`src/rtl/usb_keyboard_pkg.sv`:
```
// Shared types for the ASCII-to-HID keystroke typer: FSM encoding, modifier
// constants and the character translation function.
package usb_keyboard_pkg;

    localparam logic [7:0] MOD_LSHIFT = 8'h02;
    localparam int         GAP_W      = 24;

    typedef enum logic [1:0] {
        ST_IDLE   = 2'd0,
        ST_LOOKUP = 2'd1,
        ST_FIRE   = 2'd2,
        ST_GAP    = 2'd3
    } typer_state_e;

    typedef struct packed {
        logic       supported;
        logic [7:0] modifier;
        logic [7:0] usage;
    } hid_key_t;

    function automatic hid_key_t hid_key(input logic shift, input logic [7:0] usage);
        hid_key_t k;
        k.supported = 1'b1;
        k.modifier  = shift ? MOD_LSHIFT : 8'h00;
        k.usage     = usage;
        return k;
    endfunction

    function automatic hid_key_t ascii_to_hid(input logic [7:0] c);
        hid_key_t k;
        k = '0;
        if (c >= 8'h61 && c <= 8'h7A) begin
            k = hid_key(1'b0, c - 8'h5D);
        end else if (c >= 8'h41 && c <= 8'h5A) begin
            k = hid_key(1'b1, c - 8'h3D);
        end else if (c >= 8'h31 && c <= 8'h39) begin
            k = hid_key(1'b0, c - 8'h13);
        end else begin
            case (c)
                8'h30: k = hid_key(1'b0, 8'h27);
                8'h0A: k = hid_key(1'b0, 8'h28);
                8'h08: k = hid_key(1'b0, 8'h2A);
                8'h09: k = hid_key(1'b0, 8'h2B);
                8'h20: k = hid_key(1'b0, 8'h2C);
                8'h2D: k = hid_key(1'b0, 8'h2D);
                8'h3D: k = hid_key(1'b0, 8'h2E);
                8'h5B: k = hid_key(1'b0, 8'h2F);
                8'h5D: k = hid_key(1'b0, 8'h30);
                8'h5C: k = hid_key(1'b0, 8'h31);
                8'h3B: k = hid_key(1'b0, 8'h33);
                8'h27: k = hid_key(1'b0, 8'h34);
                8'h60: k = hid_key(1'b0, 8'h35);
                8'h2C: k = hid_key(1'b0, 8'h36);
                8'h2E: k = hid_key(1'b0, 8'h37);
                8'h2F: k = hid_key(1'b0, 8'h38);
                // shifted digit row
                8'h21: k = hid_key(1'b1, 8'h1E);
                8'h40: k = hid_key(1'b1, 8'h1F);
                8'h23: k = hid_key(1'b1, 8'h20);
                8'h24: k = hid_key(1'b1, 8'h21);
                8'h25: k = hid_key(1'b1, 8'h22);
                8'h5E: k = hid_key(1'b1, 8'h23);
                8'h26: k = hid_key(1'b1, 8'h24);
                8'h2A: k = hid_key(1'b1, 8'h25);
                8'h28: k = hid_key(1'b1, 8'h26);
                8'h29: k = hid_key(1'b1, 8'h27);
                8'h5F: k = hid_key(1'b1, 8'h2D);
                8'h2B: k = hid_key(1'b1, 8'h2E);
                8'h7B: k = hid_key(1'b1, 8'h2F);
                8'h7D: k = hid_key(1'b1, 8'h30);
                8'h7C: k = hid_key(1'b1, 8'h31);
                8'h3A: k = hid_key(1'b1, 8'h33);
                8'h22: k = hid_key(1'b1, 8'h34);
                8'h7E: k = hid_key(1'b1, 8'h35);
                8'h3C: k = hid_key(1'b1, 8'h36);
                8'h3E: k = hid_key(1'b1, 8'h37);
                8'h3F: k = hid_key(1'b1, 8'h38);
                default: k = '0;
            endcase
        end
        return k;
    endfunction

endpackage

```
`src/rtl/usb_keyboard_ascii_typer_if.sv`:
```
// Character input and keystroke output bundle of the ASCII typer.
// ascii_*: a byte transfers on every clk edge where ascii_valid && ascii_ready;
// key_value is valid only in the single cycle key_request is high.
interface usb_keyboard_ascii_typer_if;
    logic [7:0]  ascii_data;
    logic        ascii_valid;
    logic        ascii_ready;
    logic [15:0] key_value;
    logic        key_request;

    modport master (
        output ascii_data, ascii_valid,
        input  ascii_ready, key_value, key_request
    );

    modport slave (
        input  ascii_data, ascii_valid,
        output ascii_ready, key_value, key_request
    );
endinterface

```
`src/rtl/usb_sync_fifo.sv`:
```
// Generic synchronous FIFO, 2^AW entries, with full/empty flags.
// Reads are fall-through: rd_data_o always shows the head entry.
module usb_sync_fifo #(
    parameter int W  = 8,
    parameter int AW = 4
) (
    input  logic         clk,
    input  logic         rst,
    input  logic         wr_en_i,
    input  logic [W-1:0] wr_data_i,
    input  logic         rd_en_i,
    output logic [W-1:0] rd_data_o,
    output logic         full_o,
    output logic         empty_o
);
    localparam int DEPTH = 1 << AW;

    logic [W-1:0]  mem_q [DEPTH];
    logic [AW-1:0] wr_ptr_q;
    logic [AW-1:0] rd_ptr_q;
    logic [AW:0]   count_q;
    logic          do_wr;
    logic          do_rd;

    // full is judged on the pre-pop count, so a push into a full FIFO is refused
    // even when a pop happens in the same cycle
    assign full_o    = (count_q == (AW+1)'(DEPTH));
    assign empty_o   = (count_q == '0);
    assign do_wr     = wr_en_i && !full_o;
    assign do_rd     = rd_en_i && !empty_o;
    assign rd_data_o = mem_q[rd_ptr_q];

    always_ff @(posedge clk) begin
        if (rst) begin
            wr_ptr_q <= '0;
            rd_ptr_q <= '0;
            count_q  <= '0;
        end else begin
            if (do_wr) wr_ptr_q <= wr_ptr_q + AW'(1);
            if (do_rd) rd_ptr_q <= rd_ptr_q + AW'(1);
            case ({do_wr, do_rd})
                2'b10:   count_q <= count_q + (AW+1)'(1);
                2'b01:   count_q <= count_q - (AW+1)'(1);
                default: count_q <= count_q;
            endcase
        end
    end

    always_ff @(posedge clk) begin
        if (do_wr) mem_q[wr_ptr_q] <= wr_data_i;
    end
endmodule

```
`src/rtl/usb_keyboard_ascii_typer.sv`:
```
// Queues ASCII characters and issues them as paced single-cycle HID key
// requests, dropping and counting characters with no keyboard mapping.
module usb_keyboard_ascii_typer
    import usb_keyboard_pkg::*;
#(
    parameter int FIFO_AW    = 4,
    parameter int GAP_CYCLES = 15000000
) (
    input  logic                         clk,
    input  logic                         rst,
    input  logic                         host_ready,
    usb_keyboard_ascii_typer_if.slave    bus,
    output logic                         busy,
    output logic [7:0]                   err_cnt,
    output typer_state_e                 dbg_state_o
);
    localparam logic [GAP_W-1:0] GAP_LOAD  = GAP_W'(GAP_CYCLES - 2);
    localparam logic [GAP_W-1:0] GAP_EXIT  = GAP_W'(2);
    localparam bit               SHORT_GAP = (GAP_CYCLES <= 3);

    typer_state_e     state_q, state_d;
    logic [GAP_W-1:0] gap_q, gap_d;
    logic [7:0]       char_q, char_d;
    logic [15:0]      key_value_q, key_value_d;
    logic [7:0]       err_q, err_d;
    logic             busy_q;
    logic             pop;
    logic             fifo_full;
    logic             fifo_empty;
    logic [7:0]       fifo_rd_data;
    hid_key_t         hid;

    usb_sync_fifo #(.W(8), .AW(FIFO_AW)) u_fifo (
        .clk       (clk),
        .rst       (rst),
        .wr_en_i   (bus.ascii_valid),
        .wr_data_i (bus.ascii_data),
        .rd_en_i   (pop),
        .rd_data_o (fifo_rd_data),
        .full_o    (fifo_full),
        .empty_o   (fifo_empty)
    );

    assign hid = ascii_to_hid(char_q);

    // The gap counter runs down in every state, so after leaving GAP at 2 it
    // reaches 0 exactly as the next FIRE can occur, giving a GAP_CYCLES pitch.
    always_comb begin
        state_d     = state_q;
        gap_d       = (gap_q != '0) ? gap_q - GAP_W'(1) : gap_q;
        char_d      = char_q;
        key_value_d = key_value_q;
        err_d       = err_q;
        pop         = 1'b0;
        case (state_q)
            ST_IDLE: begin
                if (!fifo_empty && host_ready) begin
                    pop     = 1'b1;
                    char_d  = fifo_rd_data;
                    state_d = ST_LOOKUP;
                end
            end
            ST_LOOKUP: begin
                if (hid.supported) begin
                    key_value_d = {hid.modifier, hid.usage};
                    state_d     = ST_FIRE;
                end else begin
                    if (err_q != 8'hFF) err_d = err_q + 8'd1;
                    state_d = ST_IDLE;
                end
            end
            ST_FIRE: begin
                gap_d   = GAP_LOAD;
                state_d = SHORT_GAP ? ST_IDLE : ST_GAP;
            end
            ST_GAP: begin
                if (gap_q <= GAP_EXIT) state_d = ST_IDLE;
            end
            default: state_d = ST_IDLE;
        endcase
    end

    always_ff @(posedge clk) begin
        if (rst) begin
            state_q     <= ST_IDLE;
            gap_q       <= '0;
            char_q      <= '0;
            key_value_q <= '0;
            err_q       <= '0;
            busy_q      <= 1'b0;
        end else begin
            state_q     <= state_d;
            gap_q       <= gap_d;
            char_q      <= char_d;
            key_value_q <= key_value_d;
            err_q       <= err_d;
            busy_q      <= !fifo_empty || (state_q != ST_IDLE);
        end
    end

    assign bus.ascii_ready = !fifo_full;
    assign bus.key_value   = key_value_q;
    assign bus.key_request = (state_q == ST_FIRE);
    assign busy            = busy_q;
    assign err_cnt         = err_q;
    assign dbg_state_o     = state_q;
endmodule
```
`src/flat_wrapper.sv`:
```
// flat-port wrapper written by rule: the top's interface ports become plain ports
module usb_keyboard_ascii_typer_flat import usb_keyboard_pkg::*;
#(
    parameter int FIFO_AW    = 4,
    parameter int GAP_CYCLES = 15000000
)
  (clk, rst, host_ready, busy, err_cnt, dbg_state_o, bus_ascii_data, bus_ascii_valid, bus_ascii_ready, bus_key_value, bus_key_request);
  usb_keyboard_ascii_typer_if bus_i ();
  input  logic clk;
  input  logic rst;
  input  logic host_ready;
  output logic busy;
  output logic [7:0] err_cnt;
  output typer_state_e dbg_state_o;
  input wire logic [$bits(bus_i.ascii_data)-1:0] bus_ascii_data;
  input wire logic [$bits(bus_i.ascii_valid)-1:0] bus_ascii_valid;
  output wire logic [$bits(bus_i.ascii_ready)-1:0] bus_ascii_ready;
  output wire logic [$bits(bus_i.key_value)-1:0] bus_key_value;
  output wire logic [$bits(bus_i.key_request)-1:0] bus_key_request;
  assign bus_i.ascii_data = bus_ascii_data;
  assign bus_i.ascii_valid = bus_ascii_valid;
  assign bus_ascii_ready = bus_i.ascii_ready;
  assign bus_key_value = bus_i.key_value;
  assign bus_key_request = bus_i.key_request;
  usb_keyboard_ascii_typer #(.FIFO_AW(FIFO_AW), .GAP_CYCLES(GAP_CYCLES)) u_core (.clk(clk), .rst(rst), .host_ready(host_ready), .bus(bus_i), .busy(busy), .err_cnt(err_cnt), .dbg_state_o(dbg_state_o));
endmodule
```
`config.mk`:
```
export PLATFORM = sky130hd
export DESIGN_NAME = usb_keyboard_ascii_typer_flat
export DESIGN_NICKNAME = d
export VERILOG_FILES = /design/src/rtl/usb_keyboard_pkg.sv /design/src/rtl/usb_keyboard_ascii_typer_if.sv /design/src/rtl/usb_sync_fifo.sv /design/src/rtl/usb_keyboard_ascii_typer.sv /design/src/flat_wrapper.sv
export SDC_FILE = /design/constraint.sdc
export NUM_CORES = 1
export LEC_CHECK = 0
export BUFFER_PORTS_ARGS = -buffer_cell sky130_fd_sc_hd__buf_2
export CAP_MARGIN = 15
export CORE_MARGIN = 1
export CORE_UTILIZATION = 40
export DETAILED_ROUTE_END_ITERATION = 7
export PLACE_DENSITY = 0.62
export SLEW_MARGIN = 15
export SYNTH_ARGS = -nofsm -noshare
export SYNTH_HDL_FRONTEND = slang
export SYNTH_SLANG_ARGS = --single-unit
```
`constraint.sdc`:
```
create_clock -name clk -period 3 [get_ports clk]
set_input_delay 0.3 -clock clk [delete_from_list [all_inputs] [get_ports clk]]
set_output_delay 0.3 -clock clk [all_outputs]
set_load 0.02 [all_outputs]
```
# Yosys cells after proc, flatten, opt, wreduce, memory -nomap -nowiden

Memory sizes are Yosys's and may differ from the RTL's. A register that Yosys moved wholly into a read port is not among the register bits.
Cells that the tools add are included.

Flip-flop bits (word level): 64
Memory bits (writable): 128
ROM bits: 1024
Input bits: 12
Word-level logic and storage cells: 72
Memories kept: 2

Memory list:

| name                | depth | width | read ports | clocked after Yosys merged registers in | wr ports | RTL line               | RTL |
|---|---|---|---|---|---|---|---|
| (no name shown)     | 128   | 8     | 1          | 0                                       | 0        | usb_keyboard_pkg.sv:39 | `case (c)` |
| u_core.u_fifo.mem_q | 16    | 8     | 1          | 1                                       | 1        | usb_sync_fifo.sv:18    | `logic [W-1:0] mem_q [DEPTH];` |

Add/sub/neg operators: 9
Order comparisons: 7
Equal/unequal tests: 9
Multiplexer cells: 15
Bitwise logic cells: 1
Reduce and logical (&&, ||, !) cells: 20

Operators by type and width:

| kind                                                                                 | number |
|---|---|
| 17-bit 2-to-1 mux                                                                    | 4 |
| 24-bit 2-to-1 mux                                                                    | 2 |
| 24-bit by 2-bit <= comparator with 1-bit output (second input constant)              | 1 |
| 24-bit nonzero test                                                                  | 1 |
| 24-bit by 1-bit subtractor with 24-bit output (second input constant)                | 1 |
| 8-bit by 7-bit greater-or-equal comparator with 1-bit output (second input constant) | 2 |
| 8-bit by 7-bit <= comparator with 1-bit output (second input constant)               | 2 |
| 5-bit case mux with 2 select lines                                                   | 1 |
| 4-bit by 1-bit adder with 4-bit output (second input constant)                       | 2 |
| 8-bit by 1-bit adder with 8-bit output (second input constant)                       | 1 |
| 8-bit by 6-bit greater-or-equal comparator with 1-bit output (second input constant) | 1 |
| 8-bit by 6-bit <= comparator with 1-bit output (second input constant)               | 1 |
| 8-bit inequality test (second input constant)                                        | 1 |
| 2-bit case mux with 4 select lines                                                   | 1 |
| 8-bit by 5-bit subtractor with 8-bit output (second input constant)                  | 1 |
| 8-bit by 6-bit subtractor with 8-bit output (second input constant)                  | 1 |
| 8-bit by 7-bit subtractor with 8-bit output (second input constant)                  | 1 |
| 2-bit == test (second input constant)                                                | 3 |
| 1-bit logical AND                                                                    | 6 |
| 2-bit 2-to-1 mux                                                                     | 3 |
| 2-bit AND reduction                                                                  | 3 |
| 2-bit nonzero test                                                                   | 3 |
| 5-bit by 1-bit adder with 5-bit output (second input constant)                       | 1 |
| 5-bit == test (second input constant)                                                | 1 |
| 11 further kinds                                                                     | 17 |

# Depth between registers and ports, before layout

Gate-level depths: netlist of run 1.

Word-level depth: 8
Depth in mapped cells: 13

# Cells and area by module

A second synthesis of run 1 with hierarchy kept.

Cell total of the unflattened synthesis: 830
Area, all modules: 10127.2 µm²

By module, submodules not included:

| module                   | times used | cells each | area an instance (µm²) | sequential area each (µm²) |
|---|---|---|---|---|
| usb_sync_fifo            | 1          | 296        | 5753.0                 | 4184.0 |
| usb_keyboard_ascii_typer | 1          | 534        | 4374.2                 | 1201.2 |

# Worst setup path before layout of run 1

OpenSTA, ideal clock, no wires.

Path type: reg-to-reg
Start point: register u_core.u_fifo.count_q[0]
End point: register u_core.u_fifo.count_q[4]
Data arrival time: 3.205 ns
Slack: -0.275 ns
Stages on the path, launching flop included: 13
Path buffers: 1
Clock period less this slack: 3.275 ns
Path through: dfxtp_1 -> nor4_1 -> nor2b_1 -> or3b_2 -> nor2_1 -> clkbuf_1 -> ha_1 -> ha_1 -> a21o_1 -> a21oi_1 -> xor2_1 -> or3_1 -> a21oi_1

Longest elaborated chain between the ends: 8

RTL lines:

| element                                                                          | RTL line                                            | RTL |
|---|---|---|
| start: declaration                                                               | usb_sync_fifo.sv:21                                 | `logic [AW:0] count_q;` |
| start signal: assignment                                                         | usb_sync_fifo.sv:42                                 | `2'b10: count_q <= count_q + (AW+1)'(1);` |
| start signal: assignment                                                         | usb_sync_fifo.sv:43                                 | `2'b01: count_q <= count_q - (AW+1)'(1);` |
| start signal: assignment                                                         | usb_sync_fifo.sv:44                                 | `default: count_q <= count_q;` |
| 5-bit zero test *                                                                | usb_sync_fifo.sv:28                                 | `assign empty_o = (count_q == '0);` |
| 1-bit zero test *                                                                | usb_sync_fifo.sv:30, usb_keyboard_ascii_typer.sv:57 |  |
| 1-bit logical AND                                                                | usb_keyboard_ascii_typer.sv:57                      | `if (!fifo_empty && host_ready) begin` |
| 1-bit 2-to-1 mux                                                                 | usb_keyboard_ascii_typer.sv:57                      |  |
| 1-bit 2-to-1 mux                                                                 | usb_keyboard_ascii_typer.sv:55                      | `case (state_q)` |
| 1-bit logical AND *                                                              | usb_sync_fifo.sv:30                                 | `assign do_rd = rd_en_i && !empty_o;` |
| net u_core.u_fifo.do_rd                                                          | usb_sync_fifo.sv:23                                 | `logic do_rd;` |
| 2-bit by 1-bit == test with 1-bit output / 2-bit == test (equally long branches) | usb_sync_fifo.sv:41                                 | `case ({do_wr, do_rd})` |
| 5-bit case mux with 2 select lines / 2-bit nonzero test (equally long branches)  | --                                                  |  |

The timed path passes the listed nets; every way through them passes the cells marked *.
A chain may end at the register's enable or synchronous reset.

# Worst setup path after layout of run 1

Start point: register u_core.char_q[1] (read register of u_core.u_fifo.mem_q)
End point: register u_core.err_q[5], in the netlist u_core.err_cnt[5]

Longest elaborated chain between the ends: 7

RTL lines:

| element                                                       | RTL line                                       | RTL |
|---|---|---|
| start: declaration                                            | usb_keyboard_ascii_typer.sv:23                 | `logic [7:0] char_q, char_d;` |
| memory read 128 x 8 bit (tied with other cells)               | --                                             |  |
| 17-bit 2-to-1 mux / 1-bit logical AND (equally long branches) | usb_keyboard_pkg.sv:39, usb_keyboard_pkg.sv:36 |  |
| 17-bit 2-to-1 mux                                             | usb_keyboard_pkg.sv:36                         | `end else if (c >= 8'h31 && c <= 8'h39) begin` |
| 17-bit 2-to-1 mux                                             | usb_keyboard_pkg.sv:34                         | `end else if (c >= 8'h41 && c <= 8'h5A) begin` |
| 17-bit 2-to-1 mux *                                           | usb_keyboard_pkg.sv:32                         | `if (c >= 8'h61 && c <= 8'h7A) begin` |
| 1-bit inverter (no line) *                                    | --                                             |  |
| 3-bit AND reduction (no line) *                               | --                                             |  |
| end signal: assignment                                        | usb_keyboard_ascii_typer.sv:96                 | `err_q <= err_d;` |
| end: declaration                                              | usb_keyboard_ascii_typer.sv:25                 | `logic [7:0] err_q, err_d;` |

Every way passes the cells marked *; elsewhere a longest branch is shown, timed or not.

==> impl_metrics.json, run 1 <==
{
  "run_status": "completed",
  "register_area_mm2": 0.00515,
  "grt_antenna_before_repair": 0,
  "cts.htree.levels": 4,
  "vias_per_cell": 5.40,
  "worst_setup_hold_path_clk_slew_ns": 0.08,
  "ant_nets": 0,
  "crit_path_frequent_cell": "sky130_fd_sc_hd__a21oi_1",
  "placed_cells_incl_taps": 994,
  "crit_arrival_ns": 3.17,
  "hold_violations": 0,
  "power_frac_seq": 0.377,
  "chipWidth_um": 151,
  "comb_power_share": 0.385,
  "die_area_mm2": 0.0229,
  "design.final.nets": 771,
  "dpl-instance-area_mm2": 0.00945,
  "chipHeight_um": 151,
  "multiInputGateArea_mm2": 0.00347,
  "highest_clock_rate_mhz": 353,
  "worst_path_max_delay_cell": "sky130_fd_sc_hd__or4_4",
  "num_antenna_cells": 0,
  "startpoint_class": "flip-flop",
  "via_count": 5540,
  "slew_headroom": 0.307,
  "grt_max_degree": 58,
  "globalRoute.totalOverflow": 0,
  "min_period_over_period": 0.943,
  "yosys.area.top_type": "sky130_fd_sc_hd__edfxtp_1",
  "ys_warnings": 0,
  "first_pass_grt_wire_length_um": 29200,
  "cap_viol_max_count": 0,
  "synthFlopType": "sky130_fd_sc_hd__edfxtp_1",
  "setup.worst_path.end": "u_core.err_cnt[5]$_SDFFE_PP0P_",
  "r2r-start": "u_core.char_q[1]$_SDFFE_PP0N_",
  "setup_viol": 0,
  "power.total_mw": 9.14,
  "placement_row_count": 54,
  "r2r_setup_slack_ns": 0.17,
  "power_per_cell_area_mw_per_mm2": 912,
  "skew_ns": 0.0121,
  "synth-seq-area-share": 0.578,
  "finalWeightedCongestion": 0.981,
  "slew_viols_final": 0,
  "floorplan.io_pins": 41,
  "dp_hpwl_um": 12900,
  "initial_utilization": 0.408,
  "total_leakage_power_nw": 3.43,
  "grt_usage": 0.169,
  "rsz0062_at_grt": "no",
  "switching_power_mw": 3.30,
  "avgRoutedWirePerCell_um": 17.8,
  "first_iter_violations": 364,
  "ffs_latches_synth": 193,
  "via_count_of_the_first_global_routing_pass": 5628,
  "core_mm2": 0.0218,
  "fin_ws_ns": 0.171,
  "timing.critical_path.slowest_cell_delay_ns": 0.55,
  "synth_top_area_frac": 0.432,
  "worst_margin_pin_slew_ns": 1.04,
  "synth_enable_flop_cells": 128,
  "irDropWorstVdd_mv": 0.442,
  "worstPathMaxFanout": 12,
  "synth_cells": 695,
  "postLayoutCoreUtil": 0.459,
  "post-cts-setup-buffers": 0,
  "mappedNetlistArea_mm2": 0.00890,
  "sw_frac_of_total": 0.361,
  "clock_tree_from_tritoncts": "yes",
  "cts_root_buf": "sky130_fd_sc_hd__clkbuf_16",
  "setup.worst_path.start": "u_core.char_q[1]$_SDFFE_PP0N_",
  "worst_min_delay_path_class": "input port to flip-flop",
  "preCtsSetupSlack_ns": 0.136,
  "cts_made_buffers": 17,
  "cellInternalPower_mw": 5.84,
  "drive_above_1_share": 0.201,
  "drcViolationCount": 0,
  "finalInstanceArea_mm2": 0.0100,
  "post_synth_main_area_contributors": "sky130_fd_sc_hd__edfxtp_1, sky130_fd_sc_hd__dfxtp_1, sky130_fd_sc_hd__mux4_2, sky130_fd_sc_hd__ha_1, sky130_fd_sc_hd__nor2_1",
  "period_needed_ns": 2.83,
  "cts.sink_count": 193,
  "hold_path.startpoint": "bus_ascii_data[3]",
  "setup_total_negative_slack_ns": 0,
  "critPathKind": "flip-flop to flip-flop",
  "cts-root-to-sink-buffers": 2,
  "power.share.clock": 0.238,
  "synth.avg_cell_area_um2": 12.8,
  "kind_of_capture_point_of_the_worst_setup_path": "flip-flop",
  "rr_worst_depth": 9,
  "critPathRequiredTime_ns": 3.34,
  "ys_async_sr_fraction": 0,
  "worst_r2r_endpoint": "u_core.err_cnt[5]$_SDFFE_PP0P_",
  "crit_path_cell_trace": "inv_2 -> ha_1 -> nor4b_2 -> a21oi_1 -> o311a_1 -> or4_4 -> or2_4 -> or4_1 -> a21oi_1",
  "detail_route.wirelength_um": 18300,
  "dr.pass1.iters": 5,
  "non_filler_cells_final": 1026,
  "fillCellCount": 1919,
  "synthTopCellsByCount": "sky130_fd_sc_hd__edfxtp_1, sky130_fd_sc_hd__nor2_1, sky130_fd_sc_hd__dfxtp_1, sky130_fd_sc_hd__a21oi_1, sky130_fd_sc_hd__mux4_2",
  "post-synth-top-count-cell": "sky130_fd_sc_hd__edfxtp_1",
  "worst_hold_slack_ns": 0.234,
  "yosysUniqueCellTypes": 67,
  "clk-insertion-delay-late_ns": 0.44,
  "layout-area-overhead-vs-synth_pct": 12.6,
  "number_of_i_o_port_buffers": 33
}
-- state kept, by name, indices dropped and copies added, names as in the netlist, 4 cells and up, named ones only --
register and count:
u_core.gap_q 24, u_core.u_fifo.wr_ptr_q 4, u_core.u_fifo.count_q 5, u_core.err_cnt 8
u_core.char_q 8, u_core.bus.key_value 9, u_core.u_fifo.mem_q 128, u_core.u_fifo.rd_ptr_q 4
-- cells by family (layout without fill, tap and decap cells) --
group	after synthesis	in the layout	share of synthesized area
flops	193	193	0.578
xor+xnor	38	38	0.0374
simple gates	202	202	0.117
buf+inv	69	114	0.0353
compound gates	113	113	0.0791
fa+ha+maj	26	26	0.0374
other cells	1	7	0.000421
mux	53	53	0.116
-- worst max-delay path, delay by kind of cell, from the launching register on --
kind	cells	cell delay [ns]
fa+ha+maj	1	0.22
buf+inv	1	0.10
simple gates	4	1.59
flops	1	0.37
compound gates	3	0.46
-- layer usage --
metal | GRT usage | routed length (um)
met5 | 0 | 0
met3 | 0.0367 | 866
met1 | 0.209 | 7790
met2 | 0.289 | 9240
met4 | 0.0635 | 358
-- layout make-up --
type	instances	share of cell area
clock buffer	18	0.0428
sequential	193	0.513
inverter	17	0.00637
tap	280	0.0349
multi-input combinational	439	0.346
timing repair buffer	65	0.0417
clock inverter	14	0.0144
-- power groups by stage --
stage | sequential, mW | clock (mW) | combinational [mW]
after floorplan | 3.43 | 0 | 2.64
after global placement | 3.47 | 0 | 3.43
after detailed placement | 3.50 | 0 | 3.50
after CTS | 3.44 | 2.23 | 3.52
after global routing | 3.49 | 2.32 | 3.89
final | 3.45 | 2.18 | 3.52
-- repair_timing --
action                                  4_1_cts  5_1_grt
endpoints found under the setup margin        0        3
resized for setup                             0        3
hold buffers                                  0        0
endpoints found under the hold margin         0        0
-- worst min path at each step --
stage | end | cells past startpoint | slack (ns)
after global routing | u_core.u_fifo.mem_q[5][6]$_DFFE_PP_ | 1 | 0.23
after CTS | u_core.u_fifo.mem_q[4][5]$_DFFE_PP_ | 1 | 0.22
after floorplan | u_core.u_fifo.mem_q[0][0]$_DFFE_PP_ | 0 | 0.40
after detailed placement | u_core.bus.key_value[6]$_SDFFE_PP0P_ | 1 | 0.47
after global placement | u_core.bus.key_value[9]$_SDFFE_PP0P_ | 2 | 0.46
final | u_core.u_fifo.mem_q[5][3]$_DFFE_PP_ | 1 | 0.23
-- cells in the final DEF (no fill, tap or decap), drive strengths merged, types with 3 or more instances in the layout --
cell type    n
a211oi       7
a21o         4
a21oi       46
a311oi       5
buf         65
clkbuf      18
clkinv       8
conb         7
dfxtp       65
edfxtp     128
ha          25
inv         22
mux2i       12
mux4        40
nand2       34
nand2b      12
nand3        9
nand4        4
nor2        74
nor2b        5
nor3        19
nor3b        4
nor4         9
nor4b        3
o211ai       3
o21ai       21
o311ai       3
or2          3
or3          9
or4          7
xnor2       25
xor2        13
Note: power is estimated with default switching activity, not from simulation.
==> run 2, diff against run 1 <==
--- a/config.mk
+++ b/config.mk
@@ -8,9 +8,9 @@
 export BUFFER_PORTS_ARGS = -buffer_cell sky130_fd_sc_hd__buf_2
 export CAP_MARGIN = 15
 export CORE_MARGIN = 1
-export CORE_UTILIZATION = 40
+export CORE_UTILIZATION = 45
 export DETAILED_ROUTE_END_ITERATION = 7
-export PLACE_DENSITY = 0.62
+export PLACE_DENSITY = 0.68
 export SLEW_MARGIN = 15
 export SYNTH_ARGS = -nofsm -noshare
 export SYNTH_HDL_FRONTEND = slang
==> run 2 against run 1 <==
Cell count is 1.7% lower. Clock power hardly changed. Total power is 1.3% higher. Sequential share of layout area hardly changed. Wire length is 0.83% higher.
==> impl_metrics.json, run 2 (same netlist as run 1, synthesis figures left out) <==
{
  "layout-area-overhead-vs-synth_pct": 12.8,
  "number_of_i_o_port_buffers": 33,
  "hold_violations": 0,
  "crit_arrival_ns": 3.18,
  "core_mm2": 0.0194,
  "routed-wl-met3_um": 832,
  "setup_total_negative_slack_ns": 0,
  "critPathKind": "flip-flop to flip-flop",
  "power_per_cell_area_mw_per_mm2": 923,
  "num_antenna_cells": 0,
  "critPathRequiredTime_ns": 3.34,
  "number_of_flip_flops_under_the_largest_register_name": 128,
  "cts_made_buffers": 17,
  "finalWeightedCongestion": 0.962,
  "clk-insertion-delay-late_ns": 0.43,
  "cts-root-to-sink-buffers": 2,
  "clock_tree_from_tritoncts": "yes",
  "setup_viol": 0,
  "placement_row_count": 51,
  "via_count_of_the_first_global_routing_pass": 5702,
  "top_register": "u_core.u_fifo.mem_q",
  "cap_viol_max_count": 0,
  "crit_path_frequent_cell": "sky130_fd_sc_hd__a21oi_1",
  "most_frequent_standard_cell_in_the_layout_excluding_fill_and_tap_cells": "sky130_fd_sc_hd__edfxtp_1",
  "dp_hpwl_um": 12700,
  "cellInternalPower_mw": 5.94,
  "globalRoute.totalOverflow": 0,
  "ant_nets": 0,
  "first_pass_grt_wire_length_um": 29500,
  "routed.top_layer": "met4",
  "grt_usage": 0.192,
  "period_needed_ns": 2.84,
  "route.met2.wl_um": 9500,
  "sw_frac_of_total": 0.359,
  "power.total_mw": 9.27,
  "kind_of_capture_point_of_the_worst_setup_path": "flip-flop",
  "startpoint_class": "flip-flop",
  "avgRoutedWirePerCell_um": 18.2,
  "grt_max_degree": 58,
  "dpl-instance-area_mm2": 0.00943,
  "first_iter_violations": 522,
  "detail_route.wirelength_um": 18400,
  "design.final.nets": 769,
  "cts.htree.levels": 4,
  "timing.critical_path.slowest_cell_delay_ns": 0.55,
  "worst_margin_pin_slew_ns": 1.07,
  "fillCellCount": 1670,
  "skew_ns": 0.0114,
  "chipHeight_um": 143,
  "highest_clock_rate_mhz": 352,
  "comb_power_share": 0.388,
  "initial_utilization": 0.459,
  "slew_headroom": 0.288,
  "final_cell_mix": "sky130_fd_sc_hd__edfxtp_1, sky130_fd_sc_hd__nor2_1, sky130_fd_sc_hd__dfxtp_1, sky130_fd_sc_hd__a21oi_1, sky130_fd_sc_hd__mux4_2",
  "drive_above_1_share": 0.207,
  "slew_viols_final": 0,
  "vias_per_cell": 5.63,
  "grt_antenna_before_repair": 0,
  "postCtsHoldBufs": 0,
  "total_leakage_power_nw": 3.44,
  "irDropWorstVdd_mv": 0.519,
  "power_frac_seq": 0.374,
  "drcViolationCount": 0,
  "worst_setup_hold_path_clk_slew_ns": 0.07,
  "die_area_mm2": 0.0204,
  "cts_root_buf": "sky130_fd_sc_hd__clkbuf_16",
  "drt-met1-wl_um": 7680,
  "worst_path_max_delay_cell": "sky130_fd_sc_hd__or4_4",
  "via_count": 5680,
  "dr.pass1.iters": 5,
  "power.share.clock": 0.238,
  "switching_power_mw": 3.32,
  "floorplan.io_pins": 41,
  "rsz0062_at_grt": "no",
  "worstPathMaxFanout": 12,
  "run_status": "completed",
  "worst_min_delay_path_class": "input port to flip-flop",
  "chipWidth_um": 143,
  "crit_path_cell_trace": "inv_2 -> ha_1 -> nor4b_4 -> a21oi_1 -> o311a_1 -> or4_4 -> or2_4 -> or4_1 -> a21oi_1",
  "finalInstanceArea_mm2": 0.0100,
  "min_period_over_period": 0.948,
  "cts.sink_count": 193
}
## run 2: cell count changes in the layout (fill, tap and decap cells not counted), sizes merged
cell,delta
buf,-2
bufinv,+1
clkbuf,+1
clkinv,-2
clkinvlp,-1
inv,+1
## run 2: layout make-up
class | instances | area (um2) | share of cell area
flip-flops and latches | 193 | 5150 | 0.513
clock inverters | 13 | 144 | 0.0143
multi-input cells | 439 | 3500 | 0.349
repair buffers | 63 | 415 | 0.0414
inverters | 17 | 63.8 | 0.00636
well taps | 265 | 332 | 0.0330
clock buffers | 19 | 433 | 0.0431
## run 2: layer usage
| layer | global-route usage | vias up |
|---|---|---|
| met1 | 0.226 | 2790 |
| li1 | - | 2667 |
| met3 | 0.0423 | 35 |
| met4 | 0.0719 | 0 |
| met5 | 0 | - |
| met2 | 0.342 | 188 |
## run 2: path summary, 6_finish.rpt
kind	startpoint	slack [ns]	to	cells past startpoint
min reg2reg	u_core.bus.key_value[7]$_SDFFE_PP0P_	0.47	u_core.bus.key_value[7]$_SDFFE_PP0P_	1
min	bus_ascii_data[6]	0.25	u_core.u_fifo.mem_q[6][6]$_DFFE_PP_	1
max	u_core.char_q[1]$_SDFFE_PP0N_	0.16	u_core.err_cnt[5]$_SDFFE_PP0P_	9
max reg2reg	u_core.char_q[1]$_SDFFE_PP0N_	0.16	u_core.err_cnt[5]$_SDFFE_PP0P_	9
## run 2: worst max-delay path: cells and delay by family, from the launching register on
kind	cells	cell delay, ns
buffers and inverters	1	0.09
DFF	1	0.38
and+or+nand+nor	4	1.56
adders and majority gates	1	0.23
AOI/OAI and AO/OA	3	0.49
## run 2: metrics by stage
stage / util / worst slack (ns) / hold WS (ns) / instances
2_1_floorplan: - / 0.0216 / 0.399 / 701
3_3_place_gp: 0.486 / 0.165 / 0.459 / 977
3_5_place_dp: 0.486 / 0.0556 / 0.465 / 977
4_1_cts: 0.516 / 0.0374 / 0.230 / 1009
5_1_grt: 0.518 / 0.00164 / 0.236 / 1009
6_report: 0.518 / 0.156 / 0.246 / 1009
## run 2: what timing repair did
item / in CTS / in global routing
setup buffers: 0 / 0
setup endpoints to repair: 0 / 5
gates resized for setup: 0 / 12
## run 2: power groups by stage
stage                     Sequential (mW)  Clock, mW  Combinational [mW]
after CTS                            3.44       2.24                3.54
final                                3.47       2.20                3.59
after global placement               3.46          0                3.43
after floorplan                      3.43          0                2.64
after detailed placement             3.49          0                3.50
after global routing                 3.50       2.35                3.93
==> run 3, diff against run 2 <==
--- a/config.mk
+++ b/config.mk
@@ -10,6 +10,7 @@
 export CORE_MARGIN = 1
 export CORE_UTILIZATION = 45
 export DETAILED_ROUTE_END_ITERATION = 7
+export MAX_ROUTING_LAYER = met4
 export PLACE_DENSITY = 0.68
 export SLEW_MARGIN = 15
 export SYNTH_ARGS = -nofsm -noshare
==> run 3 against run 2 <==
Largest cell class unchanged. Worst hold slack lost 0.0066 ns. Clock power grew 4%. Maximum frequency shrank 1.9%. Die area is the same.
==> impl_metrics.json, run 3 (same netlist as run 1, synthesis figures left out) <==
{
  "cts-root-to-sink-buffers": 2,
  "crit_path_frequent_cell": "sky130_fd_sc_hd__ha_1",
  "detail_route.wirelength_um": 18200,
  "skew_ns": 0.0168,
  "timing.critical_path.slowest_cell_delay_ns": 0.49,
  "layout-area-overhead-vs-synth_pct": 12.7,
  "num_antenna_cells": 0,
  "postCtsHoldBufs": 0,
  "cellInternalPower_mw": 5.96,
  "worstPathMaxFanout": 12,
  "rsz0062_at_grt": "no",
  "first_iter_violations": 346,
  "crit_family": "simple AND/OR/NAND/NOR gates",
  "core_mm2": 0.0194,
  "setup_viol": 0,
  "comb_power_share": 0.381,
  "worst_margin_pin_slew_ns": 1.05,
  "cts.sink_count": 193,
  "total_leakage_power_nw": 3.44,
  "fillCellCount": 1688,
  "switching_power_mw": 3.37,
  "grt_max_degree": 58,
  "critPathKind": "flip-flop to flip-flop",
  "die_area_mm2": 0.0204,
  "clock_tree_from_tritoncts": "yes",
  "top_register": "u_core.u_fifo.mem_q",
  "via_count": 5605,
  "via_count_of_the_first_global_routing_pass": 5660,
  "initial_utilization": 0.459,
  "slew_viols_final": 0,
  "worst_path_max_delay_cell": "sky130_fd_sc_hd__or4_1",
  "cts.htree.levels": 4,
  "r2r_setup_slack_ns": 0.1,
  "power.share.clock": 0.246,
  "clk-insertion-delay-late_ns": 0.44,
  "power_per_cell_area_mw_per_mm2": 929,
  "period_needed_ns": 2.90,
  "ant_nets": 0,
  "drcViolationCount": 0,
  "kind_of_capture_point_of_the_worst_setup_path": "flip-flop",
  "grt_usage": 0.196,
  "most_frequent_standard_cell_in_the_layout_excluding_fill_and_tap_cells": "sky130_fd_sc_hd__edfxtp_1",
  "highest_clock_rate_mhz": 345,
  "finalWeightedCongestion": 0.963,
  "globalRoute.totalOverflow": 0,
  "critPathRequiredTime_ns": 3.34,
  "sw_frac_of_total": 0.361,
  "cts_root_buf": "sky130_fd_sc_hd__clkbuf_16",
  "cts_made_buffers": 17,
  "first_pass_grt_wire_length_um": 29500,
  "dr.pass1.iters": 5,
  "worst_setup_hold_path_clk_slew_ns": 0.07,
  "cp.buffers_inverters": 1,
  "placed_cells_incl_taps": 976,
  "placement_row_count": 51,
  "slew_headroom": 0.303,
  "grt_antenna_before_repair": 0,
  "number_of_flip_flops_under_the_largest_register_name": 128,
  "crit_arrival_ns": 3.24,
  "number_of_i_o_port_buffers": 33,
  "drive_above_1_share": 0.205,
  "irDropWorstVdd_mv": 0.520,
  "worst_min_delay_path_class": "input port to flip-flop",
  "vias_per_cell": 5.56,
  "final_cell_mix": "sky130_fd_sc_hd__edfxtp_1, sky130_fd_sc_hd__nor2_1, sky130_fd_sc_hd__dfxtp_1, sky130_fd_sc_hd__a21oi_1, sky130_fd_sc_hd__mux4_2",
  "chipHeight_um": 143,
  "avgRoutedWirePerCell_um": 18.0,
  "floorplan.io_pins": 41,
  "min_period_over_period": 0.967,
  "cap_viol_max_count": 0,
  "dp_hpwl_um": 12900,
  "setup_total_negative_slack_ns": 0,
  "crit_path_cell_trace": "ha_1 -> inv_1 -> ha_1 -> and3b_1 -> o221ai_1 -> a22oi_1 -> or4_4 -> or2_4 -> or4_1 -> a21oi_1",
  "chipWidth_um": 143,
  "startpoint_class": "flip-flop",
  "post-cts-setup-buffers": 0,
  "hold_violations": 0,
  "non_filler_cells_final": 1008,
  "run_status": "completed",
  "design.final.nets": 768,
  "power_frac_seq": 0.373
}
[run 3: through the flow]
stage | instance area [um2] | power [mW] | util | setup slack [ns] | hold slack, ns
2_1_floorplan | 8930 | 6.08 | - | 0.0216 | 0.399
3_3_place_gp | 9410 | 6.93 | 0.485 | 0.188 | 0.455
3_5_place_dp | 9410 | 7.03 | 0.485 | 0.119 | 0.469
4_1_cts | 10000 | 9.31 | 0.516 | 0.0917 | 0.234
5_1_grt | 10000 | 9.89 | 0.517 | 0.0213 | 0.238
6_report | 10000 | 9.33 | 0.517 | 0.0992 | 0.239
[run 3: worst paths after layout]
path	to	from	depth (start not counted)
max	u_core.err_cnt[5]$_SDFFE_PP0P_	u_core.char_q[0]$_SDFFE_PP0N_	10
min	u_core.u_fifo.mem_q[6][6]$_DFFE_PP_	bus_ascii_data[6]	1
max reg2reg	u_core.err_cnt[5]$_SDFFE_PP0P_	u_core.char_q[0]$_SDFFE_PP0N_	10
min reg2reg	u_core.bus.key_value[6]$_SDFFE_PP0P_	u_core.bus.key_value[6]$_SDFFE_PP0P_	1
[run 3: final cells by class]
type | count | area (um2) | share of cell area
Clock buffer | 17 | 425 | 0.0424
Clock inverter | 15 | 184 | 0.0183
Inverter | 17 | 63.8 | 0.00636
Multi-Input combinational cell | 439 | 3490 | 0.348
Sequential cell | 193 | 5150 | 0.513
Tap cell | 265 | 332 | 0.0330
Timing Repair Buffer | 62 | 395 | 0.0394
[run 3: repair_timing]
item                                    4_1_cts  5_1_grt
endpoints found under the setup margin        0        3
resized for setup                             0        7
endpoints found under the hold margin         0        0
[run 3: power by group through the flow]
stage / registers (mW) / logic, mW / clock network (mW)
3_3_place_gp: 3.49 / 3.44 / 0
6_report: 3.48 / 3.56 / 2.29
4_1_cts: 3.46 / 3.52 / 2.33
3_5_place_dp: 3.52 / 3.50 / 0
2_1_floorplan: 3.43 / 2.64 / 0
5_1_grt: 3.52 / 3.94 / 2.43
[run 3: routing by layer]
layer | wire (um) | track usage | part of all wire
met4 | 395 | 0.0747 | 0.022
met3 | 750 | 0.0372 | 0.041
met1 | 7870 | 0.242 | 0.43
met2 | 9130 | 0.321 | 0.50
met5 | 0 | - | 0
[run 3: worst register-to-register path, cell delays in order (launching register included)]
cell,delay [ns]
sky130_fd_sc_hd__dfxtp_1,0.42
sky130_fd_sc_hd__ha_1,0.26
sky130_fd_sc_hd__inv_1,0.08
sky130_fd_sc_hd__ha_1,0.18
sky130_fd_sc_hd__and3b_1,0.17
sky130_fd_sc_hd__o221ai_1,0.17
sky130_fd_sc_hd__a22oi_1,0.14
sky130_fd_sc_hd__or4_4,0.44
sky130_fd_sc_hd__or2_4,0.30
sky130_fd_sc_hd__or4_1,0.49
sky130_fd_sc_hd__a21oi_1,0.16
